`config.mk`:
```
export PLATFORM = sky130hd
export DESIGN_NAME = stack_mem_ctrl
export DESIGN_NICKNAME = d
export VERILOG_FILES = /design/src/rtl/mem_stage_pkg.sv /design/src/rtl/stack_pointer.sv /design/src/rtl/stack_mem_ctrl.sv
export SDC_FILE = /design/constraint.sdc
export NUM_CORES = 1
export LEC_CHECK = 0
export CAP_MARGIN = 25
export CORE_MARGIN = 4
export CORE_UTILIZATION = 44
export DETAILED_ROUTE_END_ITERATION = 6
export GPL_TIMING_DRIVEN = 0
export PLACE_DENSITY = 0.93
export RECOVER_POWER = 50
export SKIP_LAST_GASP = 1
export SLEW_MARGIN = 20
export SYNTH_ARGS = -nofsm -noshare
export SYNTH_HDL_FRONTEND = slang
export SYNTH_SLANG_ARGS = --single-unit
```
`constraint.sdc`:
```
create_clock -name clk -period 3.1 [get_ports clk]
set_input_delay 0.465 -clock clk [delete_from_list [all_inputs] [get_ports clk]]
set_output_delay 0.465 -clock clk [all_outputs]
set_load 0.03 [all_outputs]
```
`src/rtl/mem_stage_pkg.sv`:
```
// mem_stage_pkg: shared types and defaults for the memory-stage stack controller.
//   - DEF_ADDR_W / DEF_SP_INIT / DEF_PC_W : default parameter values
//   - DATA_W / CCR_W                      : data-memory word and flag widths
//   - mem_state_e                         : stack-sequencer FSM states
//   - rd_tgt_e                            : where this cycle's read data lands
//   - ccr_word()                          : zero-extends flags to a memory word
package mem_stage_pkg;

    localparam int unsigned DEF_ADDR_W  = 11;
    localparam int unsigned DEF_SP_INIT = 2 ** DEF_ADDR_W - 1;
    localparam int unsigned DEF_PC_W    = 32;
    localparam int unsigned DATA_W      = 16;
    localparam int unsigned CCR_W       = 3;

    typedef enum logic [2:0] {
        StIdle,
        StPshPcLo,
        StPshCcr,
        StPopPcLo,
        StPopPcHi
    } mem_state_e;

    typedef enum logic [2:0] {
        RdNone,
        RdLoad,    // mem_read result into wb_data
        RdPop,     // plain pop result into wb_data
        RdCcr,     // lone CCR restore, pulse immediately
        RdCcrSeq,  // CCR popped ahead of a PC restore, held until PC completes
        RdPcLo,
        RdPcHi
    } rd_tgt_e;

    function automatic logic [DATA_W-1:0] ccr_word(input logic [CCR_W-1:0] ccr);
        return {{(DATA_W - CCR_W){1'b0}}, ccr};
    endfunction

endpackage

```
`src/rtl/stack_pointer.sv`:
```
// stack_pointer: stack pointer register with bounds-checked push/pop and a sticky fault flag.
//   clk, rst_n  : clock, asynchronous active-low reset
//   push_i      : a push is requested this cycle (decrements SP when legal)
//   pop_i       : a pop is requested this cycle (increments SP when legal)
//   sp_o        : current SP (next free word)
//   sp_up_o     : SP + 1 (address of the top occupied word)
//   push_ok_o   : push requested and stack not full
//   pop_ok_o    : pop requested and stack not empty
//   fault_o     : sticky overflow/underflow flag
module stack_pointer
    import mem_stage_pkg::*;
#(
    parameter int unsigned ADDR_W  = DEF_ADDR_W,
    parameter int unsigned SP_INIT = 2 ** ADDR_W - 1
) (
    input  logic              clk,
    input  logic              rst_n,
    input  logic              push_i,
    input  logic              pop_i,
    output logic [ADDR_W-1:0] sp_o,
    output logic [ADDR_W-1:0] sp_up_o,
    output logic              push_ok_o,
    output logic              pop_ok_o,
    output logic              fault_o
);

    localparam logic [ADDR_W-1:0] SpTop = ADDR_W'(SP_INIT);

    logic [ADDR_W-1:0] sp_q, sp_d;
    logic              fault_q, fault_d;
    logic              full, empty;

    assign full      = (sp_q == '0);
    assign empty     = (sp_q == SpTop);
    assign push_ok_o = push_i & ~full;
    assign pop_ok_o  = pop_i & ~empty;

    // A blocked boundary access leaves SP untouched, so SP never wraps.
    always_comb begin
        sp_d = sp_q;
        if (push_ok_o) begin
            sp_d = sp_q - ADDR_W'(1);
        end else if (pop_ok_o) begin
            sp_d = sp_q + ADDR_W'(1);
        end
    end

    assign fault_d = fault_q | (push_i & full) | (pop_i & empty);

    always_ff @(posedge clk or negedge rst_n) begin
        if (!rst_n) begin
            sp_q    <= SpTop;
            fault_q <= 1'b0;
        end else begin
            sp_q    <= sp_d;
            fault_q <= fault_d;
        end
    end

    assign sp_o    = sp_q;
    assign sp_up_o = sp_q + ADDR_W'(1);
    assign fault_o = fault_q;

endmodule

```
`src/rtl/stack_mem_ctrl.sv`:
```
// stack_mem_ctrl: memory stage. Drives one data-memory port for loads, stores and stack
// transfers, sequences multi-word PC/CCR save/restore, and registers MEM/WB results.
//   clk, rst_n                    : clock, asynchronous active-low reset
//   alu_result_i, rs_data_i       : load/store address and store data
//   rd_data_i, rd_i               : push data, destination register
//   mem_read_i .. pop_ccr_i       : EX/MEM control bits
//   pc_ret_i, ccr_in_i            : return PC and flags to save
//   mem_addr_o/wdata_o/we_o       : data-memory port (combinational)
//   mem_rdata_i                   : asynchronous read data for mem_addr_o
//   stall_o                       : hold upstream stages (combinational)
//   wb_data_o/wb_rd_o/wb_reg_write_o : registered write-back bundle
//   pc_restore_o/_valid_o         : restored PC and one-cycle pulse
//   ccr_restore_o/_valid_o        : restored flags and one-cycle pulse
//   sp_o, stack_fault_o           : stack pointer and sticky fault flag
module stack_mem_ctrl
    import mem_stage_pkg::*;
#(
    parameter int unsigned ADDR_W  = DEF_ADDR_W,
    parameter int unsigned SP_INIT = 2 ** ADDR_W - 1,
    parameter int unsigned PC_W    = DEF_PC_W
) (
    input  logic              clk,
    input  logic              rst_n,
    input  logic [DATA_W-1:0] alu_result_i,
    input  logic [DATA_W-1:0] rs_data_i,
    input  logic [DATA_W-1:0] rd_data_i,
    input  logic [2:0]        rd_i,
    input  logic              mem_read_i,
    input  logic              mem_write_i,
    input  logic              reg_write_i,
    input  logic              push_i,
    input  logic              pop_i,
    input  logic              push_pc_i,
    input  logic              pop_pc_i,
    input  logic              push_ccr_i,
    input  logic              pop_ccr_i,
    input  logic [PC_W-1:0]   pc_ret_i,
    input  logic [CCR_W-1:0]  ccr_in_i,
    output logic [ADDR_W-1:0] mem_addr_o,
    output logic [DATA_W-1:0] mem_wdata_o,
    output logic              mem_we_o,
    input  logic [DATA_W-1:0] mem_rdata_i,
    output logic              stall_o,
    output logic [DATA_W-1:0] wb_data_o,
    output logic [2:0]        wb_rd_o,
    output logic              wb_reg_write_o,
    output logic [PC_W-1:0]   pc_restore_o,
    output logic              pc_restore_valid_o,
    output logic [CCR_W-1:0]  ccr_restore_o,
    output logic              ccr_restore_valid_o,
    output logic [ADDR_W-1:0] sp_o,
    output logic              stack_fault_o
);

    mem_state_e        state_q, state_d;
    rd_tgt_e           rd_tgt;
    logic              stk_push, stk_pop, push_ok, pop_ok;
    logic              wr_req, stall_c;
    logic [ADDR_W-1:0] sp, sp_up, addr;
    logic [DATA_W-1:0] wdata, pop_data;

    logic [DATA_W-1:0] wb_data_q;
    logic [2:0]        wb_rd_q;
    logic              wb_reg_write_q;
    logic [PC_W-1:0]   pc_restore_q;
    logic              pc_restore_valid_q;
    logic [CCR_W-1:0]  ccr_restore_q;
    logic              ccr_restore_valid_q;
    logic [DATA_W-1:0] pc_lo_q;
    logic [CCR_W-1:0]  ccr_hold_q;
    logic              ccr_pend_q;

    logic unused_alu_hi;
    assign unused_alu_hi = ^alu_result_i[DATA_W-1:ADDR_W];

    stack_pointer #(
        .ADDR_W  (ADDR_W),
        .SP_INIT (SP_INIT)
    ) u_stack_pointer (
        .clk       (clk),
        .rst_n     (rst_n),
        .push_i    (stk_push),
        .pop_i     (stk_pop),
        .sp_o      (sp),
        .sp_up_o   (sp_up),
        .push_ok_o (push_ok),
        .pop_ok_o  (pop_ok),
        .fault_o   (stack_fault_o)
    );

    // Decode the current step: which stack op, which address/data, where read data goes.
    always_comb begin
        state_d  = state_q;
        stk_push = 1'b0;
        stk_pop  = 1'b0;
        wr_req   = 1'b0;
        stall_c  = 1'b0;
        rd_tgt   = RdNone;
        addr     = alu_result_i[ADDR_W-1:0];
        wdata    = rs_data_i;
        unique case (state_q)
            StIdle: begin
                if (pop_ccr_i || pop_pc_i) begin
                    stk_pop = 1'b1;
                    addr    = sp_up;
                    if (pop_pc_i) begin
                        // CCR sits above the PC, so with both set the first word is CCR.
                        stall_c = 1'b1;
                        rd_tgt  = pop_ccr_i ? RdCcrSeq : RdPcLo;
                        state_d = pop_ccr_i ? StPopPcLo : StPopPcHi;
                    end else begin
                        rd_tgt = RdCcr;
                    end
                end else if (push_pc_i || push_ccr_i) begin
                    stk_push = 1'b1;
                    addr     = sp;
                    if (push_pc_i) begin
                        wdata   = pc_ret_i[PC_W-1:DATA_W];
                        stall_c = 1'b1;
                        state_d = StPshPcLo;
                    end else begin
                        wdata = ccr_word(ccr_in_i);
                    end
                end else if (push_i) begin
                    stk_push = 1'b1;
                    addr     = sp;
                    wdata    = rd_data_i;
                end else if (pop_i) begin
                    stk_pop = 1'b1;
                    addr    = sp_up;
                    rd_tgt  = RdPop;
                end else if (mem_write_i) begin
                    wr_req = 1'b1;
                end else if (mem_read_i) begin
                    rd_tgt = RdLoad;
                end
            end
            StPshPcLo: begin
                stk_push = 1'b1;
                addr     = sp;
                wdata    = pc_ret_i[DATA_W-1:0];
                if (push_ccr_i) begin
                    stall_c = 1'b1;
                    state_d = StPshCcr;
                end else begin
                    state_d = StIdle;
                end
            end
            StPshCcr: begin
                stk_push = 1'b1;
                addr     = sp;
                wdata    = ccr_word(ccr_in_i);
                state_d  = StIdle;
            end
            StPopPcLo: begin
                stk_pop = 1'b1;
                addr    = sp_up;
                rd_tgt  = RdPcLo;
                stall_c = 1'b1;
                state_d = StPopPcHi;
            end
            StPopPcHi: begin
                stk_pop = 1'b1;
                addr    = sp_up;
                rd_tgt  = RdPcHi;
                state_d = StIdle;
            end
            default: state_d = StIdle;
        endcase
    end

    // An underflowing pop yields zero rather than whatever wrapped address was read.
    assign pop_data = pop_ok ? mem_rdata_i : '0;

    always_ff @(posedge clk or negedge rst_n) begin
        if (!rst_n) begin
            state_q             <= StIdle;
            wb_data_q           <= '0;
            wb_rd_q             <= '0;
            wb_reg_write_q      <= 1'b0;
            pc_restore_q        <= '0;
            pc_restore_valid_q  <= 1'b0;
            ccr_restore_q       <= '0;
            ccr_restore_valid_q <= 1'b0;
            pc_lo_q             <= '0;
            ccr_hold_q          <= '0;
            ccr_pend_q          <= 1'b0;
        end else begin
            state_q             <= state_d;
            wb_rd_q             <= stall_c ? 3'd0 : rd_i;
            wb_reg_write_q      <= ~stall_c & reg_write_i;
            pc_restore_valid_q  <= 1'b0;
            ccr_restore_valid_q <= 1'b0;
            case (rd_tgt)
                RdLoad: wb_data_q <= mem_rdata_i;
                RdPop:  wb_data_q <= pop_data;
                RdCcr: begin
                    ccr_restore_q       <= pop_data[CCR_W-1:0];
                    ccr_restore_valid_q <= 1'b1;
                end
                RdCcrSeq: begin
                    ccr_hold_q <= pop_data[CCR_W-1:0];
                    ccr_pend_q <= 1'b1;
                end
                RdPcLo: pc_lo_q <= pop_data;
                RdPcHi: begin
                    pc_restore_q       <= {pop_data, pc_lo_q};
                    pc_restore_valid_q <= 1'b1;
                    // A CCR popped with the PC is released together with it.
                    if (ccr_pend_q) begin
                        ccr_restore_q       <= ccr_hold_q;
                        ccr_restore_valid_q <= 1'b1;
                    end
                    ccr_pend_q <= 1'b0;
                end
                default: ;
            endcase
        end
    end

    // Gate with reset so nothing is written or stalled while reset is held.
    assign mem_addr_o          = addr;
    assign mem_wdata_o         = wdata;
    assign mem_we_o            = rst_n & (wr_req | push_ok);
    assign stall_o             = rst_n & stall_c;
    assign wb_data_o           = wb_data_q;
    assign wb_rd_o             = wb_rd_q;
    assign wb_reg_write_o      = wb_reg_write_q;
    assign pc_restore_o        = pc_restore_q;
    assign pc_restore_valid_o  = pc_restore_valid_q;
    assign ccr_restore_o       = ccr_restore_q;
    assign ccr_restore_valid_o = ccr_restore_valid_q;
    assign sp_o                = sp;

endmodule

```
==> impl_metrics.toml <==
[logic_synthesis]
yosys_warnings = 0
synth.ff_latch_count = 92
synth.distinct_cells = 68
netlist_top_cells_count = "nand2_1, dfrtp_1, o21ai_0"
synth_area_leaders = "dfrtp_1, nand2_1, o21ai_0"
yosysMostFrequentCell = "nand2_1"
syn_area_mm2 = 0.00517
avgSynthCellArea_um2 = 8.67
synth_edf_count = 0
synth_area_leader_cell = "dfrtp_1"
synth_flop_cell = "dfrtp_1"
synthArstFlopShare_pct = 100
seq_area_frac_synth_pct = 44.8
synth_nets = 712
netlist.area_leader.share_pct = 39.2
syn-instance-count = 597

[drt]
wl_per_cell_um = 18.9
wl_met3_mm = 1.58
first_pass_iters = 5
final_antenna_net_count = 0
top_layer = "met4"
drc_errors = 0
initialDrtViolationCount = 647
drt-met1-wl_mm = 7.25
viasPerCell = 5.92
wl_met2_mm = 8.80
routed_wl_mm = 18.1
vias = 5656

[critical_path]
max_stage_delay_ns = 0.53
start_kind = "flop"
cp-startpoint = "u_stack_pointer.sp_o[6]$_DFFE_PN1P_"
worstPathCellList = "clkbuf_1, and3_1, nand3_2, o41ai_1, a22oi_1, o21ai_0, clkdlybuf4s15_2"
slowest_stage = "dfstp_2"
regToRegStartpoint = "u_stack_pointer.sp_o[7]$_DFFE_PN1P_"
required_ns = 2.63
cp_max_fo = 8
worstPathArrival_ns = 2.57
cp-end-kind = "output pin"
crit_type = "reg2out"

[die]
fp.dieW_um = 116
dieArea_mm2 = 0.0136
initial_utilization_pct = 45.1
row_count = 39
ios = 211
core-area_mm2 = 0.0115
chipHeight_um = 116

[timing]
fin_skew_ns = 0.0163
fin_tns_setup_ns = 0
grt_setup_unrepaired = "yes"
layout_setup_ws_ns = 0.0604
hold_viol_final = 0
fin_crit_ns = 3.04
setup_viol = 0
fmaxAchievable_ghz = 0.329
slew_headroom_pct = -16.6
finalCritPeriodShare_pct = 98.1
slew_viol_final = 76
worstMarginPinSlew_ns = 1.75

[placement]
place_area_mm2 = 0.00740
io_buffers = 202
place_ws_ns = -0.882
gp_congestion = 0.917
hpwl_mm = 13.1

[global_route]
grt_start_max_net_pins = 76
grt_pass1_vias = 5462
grt_overflow = 0
globalRouteTotalUtil_pct = 25.9
grt_pass1_wl_mm = 27.6
grt_antenna_before_repair = 0

[clock_tree]
cts_max_path_buffers = 2
clock_latency_ns = 0.35
htree_levels = 3
numCtsBuffers = 9
path_clk_slew_ns = 0.07
cts_tree = "built"
root_buffer = "clkbuf_16"
clock_sinks = 92

[final_layout]
area_growth_pct = 50.3
n_antenna_cell = 0
fin_nets = 923
stdcell_area_mm2 = 0.00778
drive_gt1_share_pct = 15.0

[power_and_ir_drop]
p_total_mw = 7.37
power_leakage_nw = 3.33
powerDensity_mw_per_mm2 = 947
irDropWorstVdd_v = 0.000720

[status]
violations = "max-capacitance violations, max-slew violations"
run_status = "finished with violations"

[min_path]
hold_class = "in2reg"
holdCritStartpoint = "pop_ccr_i"

[run]
cap_violations = 1
==> logic make-up after synthesis <==
logic type / Yosys count / synth area share, %
AOI/OAI and AO/OA: 205 / 27.0
xor gates and xnor gates: 7 / 1.19
adders and majority gates: 2 / 0.484
buffers and inverters: 61 / 5.25
DFF: 92 / 44.8
muxes: 5 / 1.31
and+or+nand+nor: 225 / 20.0
==> final timing paths <==
kind / endpoint / cells past startpoint / slack, ns
min reg2reg: pc_restore_o[14]$_DFFE_PN0N_ / 2 / 0.46
max reg2reg: wb_data_o[14]$_DFFE_PN0P_ / 7 / 0.62
min in group asynchronous: wb_rd_o[0]$_DFF_PN0_ / 2 / 0.52
max: mem_addr_o[8] / 7 / 0.06
max in group asynchronous: state_q[2]$_DFFE_PN0P_ / 3 / 0.63
min: ccr_pend_q$_DFFE_PN0P_ / 3 / 0.44
==> final cells by class <==
| cell class | instances | area (µm²) |
|---|---|---|
| repair buffers | 206 | 1990 |
| well taps | 143 | 179 |
| clock inverters | 7 | 90.1 |
| flip-flops and latches | 92 | 2320 |
| plain buffers | 44 | 231 |
| multi-input cells | 444 | 2700 |
| fillers | 857 | 3690 |
| clock buffers | 9 | 225 |
| inverters | 11 | 41.3 |
==> registers in the layout, indices dropped and copies added (netlist names) <==
| register | cells |
|---|---|
| state_q | 3 |
| wb_rd_o | 3 |
| wb_data_o | 16 |
| pc_restore_valid_o | 1 |
| wb_reg_write_o | 1 |
| ccr_hold_q | 3 |
| u_stack_pointer.sp_o | 11 |
| u_stack_pointer.fault_o | 1 |
| ccr_restore_valid_o | 1 |
| pc_lo_q | 16 |
| ccr_pend_q | 1 |
| ccr_restore_o | 3 |
| pc_restore_o | 32 |
==> placed cells by master (no fill, tap or decap), drive strengths merged, types with 9 or more instances in the layout <==
cell type and n:
inv 14, dfrtp 81, nor2b 9, clkbuf 45
o21ai 72, buf 24, dfstp 11, nor3 18
nand3 11, a22o 17, nor2 24, clkdlybuf4s50 173
a22oi 31, dlygate4sd2 11, nand2 132, o31ai 10
a21oi 27
==> power breakdown <==
group | switching, mW | internal [mW] | leakage (nW)
combinational | 2.46 | 1.61 | 2.02
clock | 0.520 | 0.644 | 0.147
sequential | 0.367 | 1.77 | 1.17
==> routing by layer <==
| metal | GRT usage [%] | up-vias |
|---|---|---|
| li1 | - | 2582 |
| met1 | 33.9 | 2719 |
| met2 | 43.0 | 312 |
| met3 | 5.44 | 43 |
| met4 | 8.89 | 0 |
| met5 | 0 | - |
==> critical path, delay by kind of cell (launching register included) <==
kind,cells,cell delay (ns)
buf+inv,2,0.67
compound gates,3,0.57
flops,1,0.53
simple gates,2,0.46
==> what timing repair did <==
| item | CTS | global route |
|---|---|---|
| pin swaps | 1 | 1 |
| hold buffers | 1 | 0 |
| setup endpoints to repair | 29 | 26 |
| hold endpoints to repair | 6 | 0 |
| gates resized for setup | 69 | 49 |
| buffers inserted | 1 | 1 |
| cloned | 0 | 0 |
==> stage by stage <==
stage,std cells,hold slack (ns),utilization [%]
3_5_place_dp,943,0.322,64.6
5_1_grt,956,0.427,67.8
4_1_cts,958,0.416,67.9
3_3_place_gp,942,0.446,64.3
2_1_floorplan,597,0.169,-
6_report,956,0.437,67.8
Note: power is estimated with default switching activity, not from simulation.
